===== src/rtl/if_queue_pkg.sv =====
// Shared definitions for the instruction fetch queue.
// Holds the datapath widths, the NOP encoding driven when the queue is
// empty, the default depth, and the packed pc/inst entry that the storage
// array holds.
package if_queue_pkg;

  localparam int ADDR_W        = 32;
  localparam int INST_W        = 32;
  localparam logic [INST_W-1:0] NOP_INST = 32'h00000000;
  localparam int IFQ_DEPTH_DEF = 4;
  localparam int ENTRY_W       = ADDR_W + INST_W;

  // One queued instruction: fetch address plus instruction word.
  typedef struct packed {
    logic [ADDR_W-1:0] pc;
    logic [INST_W-1:0] inst;
  } ifq_entry_t;

endpackage


===== src/rtl/ifq_ram.sv =====
// Storage array for the fetch queue.
// DEPTH x 64-bit, one synchronous write port and one asynchronous
// (combinational) read port. Contents are never reset; the owner decides
// which entries are visible.
//
// Ports:
//   clk      in   write clock
//   i_we     in   write enable
//   i_waddr  in   write index
//   i_wdata  in   entry to store
//   i_raddr  in   read index
//   o_rdata  out  entry at i_raddr (combinational)
module ifq_ram
  import if_queue_pkg::*;
#(
  parameter int DEPTH = IFQ_DEPTH_DEF
) (
  input  logic                     clk,
  input  logic                     i_we,
  input  logic [$clog2(DEPTH)-1:0] i_waddr,
  input  ifq_entry_t               i_wdata,
  input  logic [$clog2(DEPTH)-1:0] i_raddr,
  output ifq_entry_t               o_rdata
);

  ifq_entry_t r_mem [DEPTH];

  always_ff @(posedge clk) begin
    if (i_we) begin
      r_mem[i_waddr] <= i_wdata;
    end
  end

  assign o_rdata = r_mem[i_raddr];

endmodule


===== src/rtl/if_queue.sv =====
// Instruction fetch queue between fetch and decode.
// A DEPTH-entry circular buffer of pc/inst pairs. Pointer and occupancy
// control lives here; the pairs themselves sit in ifq_ram.
//
// Handshake: an offer transfers on a rising edge when valid and ready are
// both high in that cycle; valid never depends on ready on the same side.
// in_ready is derived only from occupancy (and reset), so a full queue
// refuses an offer even if decode pops in that cycle. flush overrides both
// transfers and empties the queue on the next edge.
//
// Ports:
//   clk        in   clock, rising edge
//   rst        in   asynchronous active-high reset
//   flush      in   drop all entries (redirect)
//   in_valid   in   fetch offers in_pc/in_inst
//   in_pc      in   offered address
//   in_inst    in   offered instruction
//   in_ready   out  queue accepts the offer
//   out_valid  out  head entry available
//   out_pc     out  head address (0 when empty)
//   out_inst   out  head instruction (NOP when empty)
//   out_ready  in   decode consumes the head
//   count      out  current occupancy
module if_queue
  import if_queue_pkg::*;
#(
  parameter int DEPTH = IFQ_DEPTH_DEF
) (
  input  logic                   clk,
  input  logic                   rst,
  input  logic                   flush,
  input  logic                   in_valid,
  input  logic [ADDR_W-1:0]      in_pc,
  input  logic [INST_W-1:0]      in_inst,
  output logic                   in_ready,
  output logic                   out_valid,
  output logic [ADDR_W-1:0]      out_pc,
  output logic [INST_W-1:0]      out_inst,
  input  logic                   out_ready,
  output logic [$clog2(DEPTH):0] count
);

  localparam int AW = $clog2(DEPTH);
  localparam int CW = AW + 1;
  localparam logic [CW-1:0] FULL_CNT = CW'(DEPTH);

  logic [AW-1:0] r_head;
  logic [AW-1:0] r_tail;
  logic [CW-1:0] r_count;

  logic       w_push;
  logic       w_pop;
  ifq_entry_t w_wr_entry;
  ifq_entry_t w_rd_entry;

  assign in_ready  = (r_count < FULL_CNT) && !rst;
  assign out_valid = (r_count != '0);
  assign w_push    = in_valid && in_ready && !flush;
  assign w_pop     = out_valid && out_ready && !flush;

  assign w_wr_entry = '{pc: in_pc, inst: in_inst};

  ifq_ram #(
    .DEPTH (DEPTH)
  ) u_ram (
    .clk     (clk),
    .i_we    (w_push),
    .i_waddr (r_tail),
    .i_wdata (w_wr_entry),
    .i_raddr (r_head),
    .o_rdata (w_rd_entry)
  );

  // Stale array contents are masked by occupancy; an empty queue shows a NOP.
  assign out_pc   = out_valid ? w_rd_entry.pc   : '0;
  assign out_inst = out_valid ? w_rd_entry.inst : NOP_INST;
  assign count    = r_count;

  // DEPTH is a power of two, so plain pointer overflow is the modulo wrap.
  always_ff @(posedge clk or posedge rst) begin
    if (rst) begin
      r_head  <= '0;
      r_tail  <= '0;
      r_count <= '0;
    end else if (flush) begin
      r_head  <= '0;
      r_tail  <= '0;
      r_count <= '0;
    end else begin
      if (w_push) begin
        r_tail <= r_tail + AW'(1);
      end
      if (w_pop) begin
        r_head <= r_head + AW'(1);
      end
      case ({w_push, w_pop})
        2'b10:   r_count <= r_count + CW'(1);
        2'b01:   r_count <= r_count - CW'(1);
        default: r_count <= r_count;
      endcase
    end
  end

endmodule


===== config.mk =====
export PLATFORM = sky130hd
export DESIGN_NAME = if_queue
export DESIGN_NICKNAME = d
export VERILOG_FILES = /design/src/rtl/if_queue_pkg.sv /design/src/rtl/ifq_ram.sv /design/src/rtl/if_queue.sv
export SDC_FILE = /design/constraint.sdc
export NUM_CORES = 1
export LEC_CHECK = 0
export ABC_AREA = 1
export CORE_MARGIN = 4
export CORE_UTILIZATION = 35
export CTS_CLUSTER_SIZE = 28
export DETAILED_ROUTE_END_ITERATION = 8
export MAX_ROUTING_LAYER = met4
export SETUP_SLACK_MARGIN = 0.02
export SLEW_MARGIN = 20
export SYNTH_ARGS = -nofsm -noshare
export SYNTH_HDL_FRONTEND = slang
export SYNTH_SLANG_ARGS = --single-unit

===== constraint.sdc =====
create_clock -name clk -period 5.34 [get_ports clk]
set_input_delay 0.534 -clock clk [delete_from_list [all_inputs] [get_ports clk]]
set_output_delay 0.534 -clock clk [all_outputs]
set_load 0.05 [all_outputs]

==> results by group <==
Placement
  – I/O Buffers: 137
  – GPL Wtd Cong: 0.786
  – Placed insts: 1301
  – Dpl hpwl: 13300 um
  – Pre-CTS setup slack: 2.04 ns

Timing
  – Fin Setup TNS: 0 ns
  – Fmax: 263 MHz
  – Final Hold Vio Count: 0
  – Fin crit share: 0.712
  – Worst-Margin Slew: 1.05 ns
  – Fin crit period: 3.80 ns
  – Max-slew violations: 0
  – Setup ws final: 1.54 ns
  – Max_slew headroom: 0.303
  – RSZ-0062 raised after global routing: false
  – Final setup fails: 0
  – Clock Skews: 0.00688 ns

CTS
  – CTS root buffer: clkbuf_16
  – CTS Hold Bufs: 0
  – Sink Count: 263
  – Worst-path clk slew: 0.06 ns
  – CTS H-tree lvls: 1
  – Post-CTS sizing: 0
  – Clock latency on the worst-skew pair: 0.53 ns
  – Number of buffers created by CTS: 28
  – Bufs on Longest Clock Path: 3
  – CTS tree: done
  – # Post-CTS Setup Buffers: 0

Route
  – Post-DR wirelength/cell: 17.7 um
  – Via count: 6525
  – Final ANT Viol Nets: 0
  – 1st-iter DRT viols: 467
  – Vias per cell: 4.82
  – Final WL: 24000 um
  – 1st-pass router iterations: 6
  – # DRC: 0

Synth
  – Syn_area_per_cell: 12.7 um^2
  – Synthesis-stage register bit count: 263
  – Cells after Synth: 815
  – Net Count, Synth: 889
  – Number of synthesis warnings: 0
  – Sequential area share after synthesis: 0.759
  – Count of different cell masters after synthesis: 23
  – Synthesized area: 10400 um^2

Setup path
  – Crit path required time: 4.81 ns
  – Crit Path Class: flip-flop to output port
  – Crit end category: output port
  – CP arrival: 3.27 ns
  – Worst-path fanout max: 50
  – CP Launch Type: flip-flop
  – Reg-to-reg setup timing slack: 2.79 ns

Finish
  – Layout area overhead: 25.5%
  – Nets: 1021
  – Share of layout cells above drive strength 1: 0.0650
  – Most frequent cells in the layout: nor2_1, edfxtp_1, clkdlybuf4s50_1, o21ai_0, a21oi_1
  – FILL cells: 2600
  – Final Non-Filler Cells: 1354

Floorplan
  – Initial Util: 0.358
  – Std cell rows: 62
  – CORE AREA: 28900 um^2
  – Die W: 180 um
  – Die ar.: 32400 um^2
  – Vert. Die Dim: 180 um
  – I/O pins: 138

Run status
  – Status: completed

GRT
  – Via count of the first global-routing pass: 6573
  – Largest net degree at the start of global routing: 69
  – Total gr overflow: 0
  – First-pass GRT wire length: 37500 um
  – Tot GR Track Use: 0.148
  – Initial antenna violation count: 1

Pwr
  – Leak pwr: 4.34 nW
  – Power Dens Cells: 554 nW/um^2
  – Max IR drop VDD: 341 uV
  – Power Total: 7.20 mW

Flow run
  – MaxCap Viol Count: 0

Min path
  – HP Class: input port to async pin
## worst max-delay path, stage by stage (launching register included)
cell             delay (ns)
dfrtp_4                0.72
buf_4                  0.54
nor2_1                 0.11
nor2_1                 0.09
o21ai_0                0.09
a21oi_1                0.26
clkdlybuf4s50_1        0.86
## worst paths after layout
| path | start | end | cells past startpoint |
|---|---|---|---|
| worst max-delay path | r_head[0] | out_inst[2] | 6 |
| worst min-delay path | rst | count[2] | 2 |
| worst max register to register | count[2] | u_ram.r_mem[2][57] | 4 |
| worst min register to register | r_tail[0] | r_tail[0] | 1 |
| max in group asynchronous | rst | r_head[0] | 2 |
| min in group clk | r_tail[0] | r_tail[0] | 1 |
## flip-flops by register name (all words and copies together), names as in the netlist
signal       cells
u_ram.r_mem    256
count            3
r_head           2
r_tail           2
## cells by family (layout without fill, tap and decap cells)
logic type	after synthesis	in the layout	share of synthesized area
xor+xnor	1	1	0.000846
fa+ha+maj	5	5	0.00677
other cells	0	1	0
compound gates	202	202	0.0978
buf+inv	62	216	0.0307
simple gates	282	282	0.105
flops	263	263	0.759
## per-stage QoR
stage	util	cell area (um^2)	hold WS, ns
final	0.449	13000	0.338
after global placement	0.417	12100	0.557
after detailed placement	0.417	12100	0.564
after floorplan	-	10400	0.337
after CTS	0.449	13000	0.326
after global routing	0.449	13000	0.370
## layout make-up
type                            count  area, um^2  area share
Clock buffer                       38         759      0.0584
Tap cell                          384         480      0.0370
Multi-Input combinational cell    490        2210       0.170
Antenna cell                        1        2.50    0.000192
Clock inverter                     14         163      0.0125
Timing Repair Buffer              150        1470       0.113
Inverter                           14        53.8     0.00414
Sequential cell                   263        7870       0.605
## cells in the mapped netlist
| cell type | n | area (um^2) |
|---|---|---|
| nand2_2 | 1 | 6.26 |
| clkbuf_1 | 13 | 48.8 |
| a21oi_1 | 67 | 335 |
| nor2_4 | 1 | 11.3 |
| edfxtp_1 | 256 | 7690 |
| buf_1 | 5 | 18.8 |
| nor2_2 | 1 | 6.26 |
| nand2_1 | 12 | 45.0 |
| o21ai_0 | 127 | 636 |
| o21ai_1 | 7 | 35.0 |
| xnor2_1 | 1 | 8.76 |
| a21boi_1 | 1 | 7.51 |
| nand3_2 | 1 | 10.0 |
| fa_1 | 1 | 20.0 |
| nor2_1 | 260 | 976 |
| buf_6 | 2 | 22.5 |
| nand3_1 | 6 | 30.0 |
| inv_1 | 12 | 45.0 |
| inv_2 | 2 | 7.51 |
| dfrtp_1 | 7 | 175 |
| ha_1 | 4 | 50.1 |
| buf_2 | 14 | 70.1 |
| buf_4 | 14 | 105 |
## power by group
part | switching (mW) | internal [mW] | leakage [nW]
sequential | 0.0596 | 2.34 | 2.40
combinational | 2.05 | 0.828 | 1.49
clock | 0.746 | 1.18 | 0.450
total | 2.86 | 4.35 | 4.34
## layer usage
metal	global-route usage	part of all wire
met4	0.0296	0.019
met1	0.188	0.44
met5	-	0
met2	0.253	0.49
met3	0.0258	0.045
No activity file was read; power rests on OpenSTA's default activity.
